===== config.mk =====
export PLATFORM = sky130hd
export DESIGN_NAME = exibidor_bcd_mux
export DESIGN_NICKNAME = d
export VERILOG_FILES = /design/src/rtl/exibidor_bcd_mux.sv
export SDC_FILE = /design/constraint.sdc
export NUM_CORES = 1
export LEC_CHECK = 0
export CAP_MARGIN = 20
export CORE_ASPECT_RATIO = 0.6
export CORE_MARGIN = 3
export CORE_UTILIZATION = 35
export DETAILED_ROUTE_END_ITERATION = 12
export PLACE_DENSITY = 0.56
export SLEW_MARGIN = 20
export SYNTH_ARGS = -nofsm -noshare
export SYNTH_HDL_FRONTEND = slang
export SYNTH_SLANG_ARGS = --single-unit

===== constraint.sdc =====
create_clock -name clk -period 4.8 [get_ports clk]
set_input_delay 0.96 -clock clk [delete_from_list [all_inputs] [get_ports clk]]
set_output_delay 0.96 -clock clk [all_outputs]
set_load 0.01 [all_outputs]

===== src/rtl/exibidor_bcd_mux.sv =====
// exibidor_bcd_mux: converts each finished binary count to BCD (sequential double-dabble) and drives
// a multiplexed active-low 7-segment display. Define BLANK_ZERO_EN to suppress leading zero digits.
module exibidor_bcd_mux #(
    parameter int IN_W        = 20,
    parameter int N_DIGITS    = 6,
    parameter int REFRESH_DIV = 50000
) (
    input  logic                clk,
    input  logic                rst_n,
    input  logic [IN_W-1:0]     contagem,
    input  logic                valida,
    input  logic [3:0]          seletor,
    output logic                ocupado,
    output logic                overflow,
    output logic [6:0]          seg,
    output logic                dp,
    output logic [N_DIGITS-1:0] an
);

    localparam int BCD_W = 4 * N_DIGITS;
    localparam int CNT_W = $clog2(IN_W + 1);
    localparam int IDX_W = (N_DIGITS > 1) ? $clog2(N_DIGITS) : 1;
    localparam int REF_W = $clog2(REFRESH_DIV);

    localparam longint           MAX_DISP   = (longint'(10) ** N_DIGITS) - 1;
    localparam logic [63:0]      MAX_DISP_U = 64'(MAX_DISP);
    localparam logic [CNT_W-1:0] LAST_BIT   = CNT_W'(IN_W - 1);
    localparam logic [REF_W-1:0] REF_LAST   = REF_W'(REFRESH_DIV - 1);
    localparam logic [IDX_W-1:0] IDX_LAST   = IDX_W'(N_DIGITS - 1);

    typedef enum logic [1:0] {
        OCIOSO   = 2'd0,
        CONVERTE = 2'd1,
        CARREGA  = 2'd2
    } estado_t;

    estado_t            state_q, state_d;
    logic [IN_W-1:0]    bin_q, bin_d;
    logic [BCD_W-1:0]   bcd_q, bcd_d;
    logic [BCD_W-1:0]   bcdAdj;
    logic [CNT_W-1:0]   bitCnt_q, bitCnt_d;
    logic               ovfPend_q, ovfPend_d;
    logic [BCD_W-1:0]   disp_q, disp_d;
    logic               dash_q, dash_d;
    logic               overflow_q, overflow_d;
    logic               mostra_q, mostra_d;
    logic               ocupado_q;
    logic [REF_W-1:0]   refCnt_q, refCnt_d;
    logic [IDX_W-1:0]   idx_q, idx_d;
    logic [6:0]         seg_q, seg_d;
    logic               dp_q, dp_d;
    logic [N_DIGITS-1:0] an_q, an_d;

    logic [63:0]        contagemExt;
    logic               refWrap;
    logic [3:0]         curDigit;
    logic               dpValid;
    int                 dpPos;
    logic               dpHit;
    logic               leadZero;
    logic [N_DIGITS-1:0] blankMask;

    assign contagemExt = 64'(contagem);

    function automatic logic [6:0] segCode(input logic [3:0] d);
        logic [6:0] s;
        case (d)
            4'd0:    s = 7'h40;
            4'd1:    s = 7'h79;
            4'd2:    s = 7'h24;
            4'd3:    s = 7'h30;
            4'd4:    s = 7'h19;
            4'd5:    s = 7'h12;
            4'd6:    s = 7'h02;
            4'd7:    s = 7'h78;
            4'd8:    s = 7'h00;
            4'd9:    s = 7'h10;
            default: s = 7'h7F;
        endcase
        return s;
    endfunction

    // Conversion FSM: capture, IN_W double-dabble steps, then publish to the display registers.
    always_comb begin
        state_d    = state_q;
        bin_d      = bin_q;
        bcd_d      = bcd_q;
        bitCnt_d   = bitCnt_q;
        ovfPend_d  = ovfPend_q;
        disp_d     = disp_q;
        dash_d     = dash_q;
        overflow_d = overflow_q;
        mostra_d   = mostra_q;

        bcdAdj = bcd_q;
        for (int i = 0; i < N_DIGITS; i++) begin
            if (bcd_q[4*i +: 4] >= 4'd5) begin
                bcdAdj[4*i +: 4] = bcd_q[4*i +: 4] + 4'd3;
            end
        end

        case (state_q)
            OCIOSO: begin
                if (valida) begin
                    bin_d     = contagem;
                    bcd_d     = '0;
                    bitCnt_d  = '0;
                    ovfPend_d = (contagemExt > MAX_DISP_U);
                    state_d   = CONVERTE;
                end
            end
            CONVERTE: begin
                {bcd_d, bin_d} = {bcdAdj, bin_q} << 1;
                bitCnt_d       = bitCnt_q + CNT_W'(1);
                if (bitCnt_q == LAST_BIT) begin
                    state_d = CARREGA;
                end
            end
            CARREGA: begin
                disp_d     = bcd_q;
                dash_d     = ovfPend_q;
                overflow_d = ovfPend_q;
                mostra_d   = 1'b1;
                state_d    = OCIOSO;
            end
            default: begin
                state_d = OCIOSO;
            end
        endcase
    end

    // Refresh divider and digit scan index; the scan never stops, even while converting.
    always_comb begin
        refWrap  = (refCnt_q == REF_LAST);
        refCnt_d = refWrap ? '0 : refCnt_q + REF_W'(1);
        idx_d    = idx_q;
        if (refWrap) begin
            idx_d = (idx_q == IDX_LAST) ? '0 : idx_q + IDX_W'(1);
        end
    end

    // Next display outputs from the current scan index; seletor is used live for the decimal point.
    always_comb begin
        curDigit  = disp_q[4*idx_q +: 4];
        dpValid   = (int'(seletor) >= 1) && (int'(seletor) <= N_DIGITS);
        dpPos     = int'(seletor) - 1;
        dpHit     = dpValid && (int'(idx_q) == dpPos);
        leadZero  = 1'b1;
        blankMask = '0;
`ifdef BLANK_ZERO_EN
        for (int i = N_DIGITS - 1; i > 0; i--) begin
            leadZero = leadZero && (disp_q[4*i +: 4] == 4'd0);
            if (leadZero && !(dpValid && (i <= dpPos))) begin
                blankMask[i] = 1'b1;
            end
        end
`endif

        an_d  = '1;
        seg_d = 7'h7F;
        dp_d  = 1'b1;
        if (mostra_q) begin
            an_d = ~(N_DIGITS'(1) << idx_q);
            dp_d = ~dpHit;
            if (dash_q) begin
                seg_d = 7'h3F;
            end else if (blankMask[idx_q]) begin
                seg_d = 7'h7F;
            end else begin
                seg_d = segCode(curDigit);
            end
        end
    end

    // All state and outputs registered; rst_n is synchronous and wins over everything.
    always_ff @(posedge clk) begin
        if (!rst_n) begin
            state_q    <= OCIOSO;
            bin_q      <= '0;
            bcd_q      <= '0;
            bitCnt_q   <= '0;
            ovfPend_q  <= 1'b0;
            disp_q     <= '0;
            dash_q     <= 1'b0;
            overflow_q <= 1'b0;
            mostra_q   <= 1'b0;
            ocupado_q  <= 1'b0;
            refCnt_q   <= '0;
            idx_q      <= '0;
            seg_q      <= 7'h7F;
            dp_q       <= 1'b1;
            an_q       <= '1;
        end else begin
            state_q    <= state_d;
            bin_q      <= bin_d;
            bcd_q      <= bcd_d;
            bitCnt_q   <= bitCnt_d;
            ovfPend_q  <= ovfPend_d;
            disp_q     <= disp_d;
            dash_q     <= dash_d;
            overflow_q <= overflow_d;
            mostra_q   <= mostra_d;
            ocupado_q  <= (state_d != OCIOSO);
            refCnt_q   <= refCnt_d;
            idx_q      <= idx_d;
            seg_q      <= seg_d;
            dp_q       <= dp_d;
            an_q       <= an_d;
        end
    end

    assign ocupado  = ocupado_q;
    assign overflow = overflow_q;
    assign seg      = seg_q;
    assign dp       = dp_q;
    assign an       = an_q;

endmodule

Word-level counts from Yosys, hierarchy flattened
Memories as Yosys holds them, arrays and structs flattened. A register that Yosys moved wholly into a read port is not among the register bits.
Index checks and enable logic that the tools add are counted.
Widths: inputs -> output; s select.
- $add $sub $neg: 10
- $lt $le $gt $ge: 10
- equality and inequality tests: 7
- shifts and indexed selects: 2
- muxes and demuxes: 21
- bitwise operators: 4
- reductions and logical operators: 10
- operator list (kind ; number):
    $pmux 24 s2 ; 1
    $pmux 20 s2 ; 1
    $ge 4x3->1 const B ; 6
    $mux 24 ; 1
    $shiftx 24x6->4 ; 1
    $add 4x2->4 const B ; 5
    $gt 20x20->1 const B ; 1
    $mux 20 ; 1
    $mux 4 ; 5
    $add 16x1->16 const B ; 1
    $eq 16x16->1 const B ; 1
    $mux 7 ; 2
    $mux 3 ; 4
    $pmux 5 s2 ; 1
    $not 6->6 ; 1
    $reduce_and 2->1 ; 3
    $shl 1x3->6 const A ; 1
    $add 5x1->5 const B ; 1
    $eq 4x5->1 ; 1
    $eq 5x5->1 const B ; 1
    $mux 5 ; 1
    $sub 4x1->5 const B ; 1
    $ge 4x1->1 const B ; 1
    $le 4x3->1 const B ; 1
    other kinds (16) ; 21
- register bits: 112
- ROM bits: 120
- input bits: 27
- output and inout bits: 16
- word-level logic and storage cells: 81
- memories: 2
- memories (memory ; depth ; width ; read ports ; clocked after memory_dff ; write ports ; RTL line ; RTL):
    (no name shown) ; 16 ; 7 ; 1 ; 0 ; 0 ; 67 ; case (d)
    (no name shown) ; 8 ; 1 ; 1 ; 1 ; 0 ; 167 ; end else if (blankMask[idx_q]) begin

Depth between registers and ports, before layout
- word-level depth: 4
- mapped depth: 10
- gate-level depth less buffers: 8

Worst setup path after synthesis
No wires, ideal clock.
- path type: register -> register
- from: register idx_q[1]
- to: register seg_q[6], in the netlist seg[6]
- library setup time: 140 ps
- arrival: 1822 ps
- data required time: 4660 ps
- slack: 2838 ps
- stages on the path, launching flop included: 11
- path buffers: 2
- clock period less this slack: 1962 ps
- cell sequence: dfxtp_1 -> buf_4 -> buf_4 -> mux2i_1 -> a22oi_1 -> nand2_1 -> inv_1 -> ha_1 -> or3_1 -> a21oi_1 -> o311ai_1
- cells in the longest elaborated chain, start to end: 4
- RTL lines (item ; RTL line ; RTL):
    start: declaration ; 49 ; logic [IDX_W-1:0] idx_q, idx_d;
    start signal: assignment ; 205 ; idx_q <= idx_d;
    $shiftx 24x6->4 ; 144 ; curDigit = disp_q[4*idx_q +: 4];
    $mem_v2 16x7 ; - ;
    $mux 7 ; 167 ;
    $mux 7 ; 165 ; if (dash_q) begin
    end signal: assignment ; 206 ; seg_q <= seg_d;
    end: declaration ; 50 ; logic [6:0] seg_q, seg_d;
No other way between the ends.
A chain may end at the register's enable or synchronous reset.

Worst setup path in the final report
- from: input valida
- to: register bcd_q[3]
- cells in the longest elaborated chain, start to end: 2
- RTL lines (item ; RTL line ; RTL):
    start: declaration ; 11 ; input logic valida,
    $ne 2x2->1 (no line) ; - ;
    $reduce_and 2->1 (no line) ; - ;
    end signal: assignment ; 180 ; bcd_q <= '0;
    end signal: assignment ; 196 ; bcd_q <= bcd_d;
    end: declaration ; 39 ; logic [BCD_W-1:0] bcd_q, bcd_d;
No other way between the ends.

==> results.sh <==
export IMPL_r2r_start="idx_q[1]$_SDFFE_PN0N_"
export IMPL_grtUsageTotal_pct=14.0
export IMPL_fin_tns_setup_ns=0
export IMPL_start_util_pct=36.6
export IMPL_async_reset_ff_share_pct=0
export IMPL_hp_class="reg -> reg"
export IMPL_slew_headroom_pct=37.3
export IMPL_fin_ws_ns=1.80
export IMPL_r2r_slack_ns=2.16
export IMPL_synth_edf_count=0
export IMPL_maxCapViolCount=0
export IMPL_ios=43
export IMPL_dr_pass1_iters=4
export IMPL_crit_end="bcd_q[3]$_SDFFE_PN0P_"
export IMPL_cts_tree="done"
export IMPL_fin_hold_ws_ns=0.466
export IMPL_syn_nets=674
export IMPL_die_height_um=103
export IMPL_syn_to_final_growth_pct=15.8
export IMPL_path_class="in -> reg"
export IMPL_slew_violations=0
export IMPL_postCtsSetupRepairBufs=0
export IMPL_clockRootBuffer="clkbuf_16"
export IMPL_cts_buffers=9
export IMPL_post_route_period_util_pct=62.5
export IMPL_fmax_mhz=333
export IMPL_synth_area_per_cell_um2=8.71
export IMPL_synth_top_area_share_pct=41.2
export IMPL_synth_area_leader_cell="dfxtp_1"
export IMPL_die_area_mm2=0.0171
export IMPL_antenna_found_initial=0
export IMPL_synth_top_family_by_area="simple AND/OR/NAND/NOR gates"
export IMPL_drt_iter0_drc=296
export IMPL_pre_cts_ws_ns=1.43
export IMPL_hold_viol_final=0
export IMPL_skew_ns=0.00694
export IMPL_via_per_inst=5.05
export IMPL_leakage_nw=2.18
export IMPL_hpwlAfterDp_um=8170
export IMPL_rsz0062_at_grt="false"
export IMPL_ff2ff_path_depth=7
export IMPL_wire_per_inst_um=13.9
export IMPL_required_ns=5.07
export IMPL_path_max_fanout=27
export IMPL_synth_area_leaders="dfxtp_1, ha_1, nand2_1"
export IMPL_clock_path_buffers=2
export IMPL_worst_setup_path_start_kind="input pin"
export IMPL_grt_pass1_vias=3972
export IMPL_drcViolationCount=0
export IMPL_min_period_ns=3.00
export IMPL_critPathLaunch="valida"
export IMPL_synthesis_area_mm2=0.00544
export IMPL_worstReg2RegEnd="seg[6]$_SDFF_PN1_"
export IMPL_rows=34
export IMPL_finalWeightedCongestion=0.807
export IMPL_htreeDepth=3
export IMPL_via_count=4284
export IMPL_seq_area_frac_synth_pct=41.2
export IMPL_grt_overflow=0
export IMPL_synth_xor_area_share_pct=4.35
export IMPL_synth_warning_count=0
export IMPL_synth_compound_area_share_pct=18.9
export IMPL_synth_fa_ha_area_share_pct=5.29
export IMPL_antennaDiodeCount=0
export IMPL_n_fill_cell=1437
export IMPL_worstMarginPinSlew_ns=0.940
export IMPL_setup_worst_path_end_class="register"
export IMPL_syn_inst=624
export IMPL_crit_arrival_ns=3.27
export IMPL_power_density_mw_per_mm2=297
export IMPL_portBuffers=42
export IMPL_grt_pass1_wl_um=19900
export IMPL_clock_latency_ns=0.35
export IMPL_nets=695
export IMPL_yosys_area_share_simple_pct=21.7
export IMPL_final_antenna_net_count=0
export IMPL_finalSetupViolations=0
export IMPL_outcome="finished clean"
export IMPL_peakVddDrop_v=0.000169
export IMPL_cts_sinks=112
export IMPL_drive_above_1_share_pct=9.08
export IMPL_die_w_um=167
export IMPL_cts_resized=0
export IMPL_synth_seq_cells=112
export IMPL_routed_wl_um=11700
export IMPL_clk_pin_slew_ns=0.07
export IMPL_cts_hold_fix_buffers=0
export IMPL_ys_types=50
export IMPL_synthMuxAreaShare_pct=4.03
export IMPL_synth_ff_type="dfxtp_1"
export IMPL_grt_max_degree=50
export IMPL_core_area_mm2=0.0148
-- cell usage in the layout (no fill, tap or decap), drive strengths merged, types with 2 or more instances in the layout --
cell type / n
ha: 23
and3: 3
mux2: 7
and2: 11
inv: 27
o21ai: 28
nand2b: 8
and4: 2
clkdlybuf4s50: 41
nor3b: 3
xnor2: 14
nor2: 45
xor2: 13
nand4: 5
o221a: 19
mux2i: 14
a21oi: 41
o31ai: 3
dfxtp: 112
o21a: 2
nand2: 71
nor4: 4
a22oi: 15
a31oi: 2
nor2b: 38
nor3: 15
o211ai: 2
a21boi: 32
nand3: 21
clkbuf: 9
buf: 7
-- synth_stat cells (2+ instances only) --
cell,number
a21boi_0,29
a21boi_1,3
a21oi_1,41
a22oi_1,15
a31oi_1,2
and2_1,11
and3_1,2
and4_1,2
buf_1,2
buf_2,5
buf_4,3
clkbuf_1,28
dfxtp_1,112
ha_1,23
inv_1,23
mux2_2,7
mux2i_1,14
nand2_1,71
nand2b_1,8
nand3_1,19
nand3_2,2
nand4_1,5
nor2_1,43
nor2b_1,38
nor3_1,15
nor3b_1,2
nor4_1,2
nor4_2,2
o211ai_1,2
o21a_1,2
o21ai_0,27
o221a_2,19
o31ai_1,3
xnor2_1,14
xor2_1,13
-- sequential cells by signal, indices dropped and copies added, names as in the netlist --
register	flops
an	6
bcd_q	24
bin_q	20
bitCnt_q	5
disp_q	24
dp	1
idx_q	3
mostra_q	1
ocupado	1
overflow	1
ovfPend_q	1
refCnt_q	16
seg	7
state_q	2
-- final cells by class --
type                            instances  area, µm²  share of cell area [%]
Multi-Input combinational cell        451       2950                    46.8
Sequential cell                       112       2240                    35.6
Timing Repair Buffer                   48        460                    7.31
Tap cell                              198        248                    3.93
Clock buffer                            9        225                    3.58
Clock inverter                          7       86.3                    1.37
Inverter                               23       86.3                    1.37
-- worst max-delay path, stage by stage --
cell             delay [ns]
clkdlybuf4s50_1        0.84
nor2_1                 0.29
or2_1                  0.76
o21ai_0                0.20
a21boi_0               0.20
-- metrics by stage --
step / cell area (µm²) / cells / power [mW] / util, %
2_1_floorplan: 5440 / 624 / 1.06 / -
3_3_place_gp: 5990 / 832 / 1.11 / 40.3
3_5_place_dp: 5990 / 832 / 1.11 / 40.3
4_1_cts: 6300 / 848 / 1.90 / 42.4
5_1_grt: 6300 / 848 / 1.95 / 42.4
6_report: 6300 / 848 / 1.87 / 42.4
-- kinds of logic after synthesis --
| group | after synthesis |
|---|---|
| AO/OA/AOI/OAI | 149 |
| XOR/XNOR | 27 |
| adder cells (fa/ha/maj) | 23 |
| buffers and inverters | 61 |
| flip-flops | 112 |
| multiplexers | 21 |
| AND/OR/NAND/NOR | 231 |
-- worst min path at each step --
stage / start / end / slack (ns) / cells after the start
global route: disp_q[2]$_SDFFE_PN0N_ / disp_q[2]$_SDFFE_PN0N_ / 0.49 / 2
CTS: disp_q[12]$_SDFFE_PN0N_ / disp_q[12]$_SDFFE_PN0N_ / 0.47 / 2
finish: disp_q[1]$_SDFFE_PN0N_ / disp_q[1]$_SDFFE_PN0N_ / 0.47 / 2
floorplan: mostra_q$_SDFFE_PN0N_ / an[3]$_SDFF_PN1_ / 0.41 / 1
detailed placement: disp_q[19]$_SDFFE_PN0N_ / disp_q[19]$_SDFFE_PN0N_ / 0.46 / 2
global placement: refCnt_q[0]$_SDFF_PP0_ / refCnt_q[0]$_SDFF_PP0_ / 0.45 / 1
-- metal layers --
layer	global-route usage (%)	vias to the layer above	part of all wire [%]
met3	3.45	12	3.5
met4	3.61	0	1.0
met5	0	-	0
met2	20.2	48	41
li1	-	2201	-
met1	21.1	2023	55
-- report_power, final --
part           leakage [nW]  internal, mW  switching [mW]
Clock                 0.150         0.417           0.368
Combinational          1.12        0.0622          0.0629
Sequential            0.909         0.948          0.0132
No activity file was read; power rests on OpenSTA's default activity.
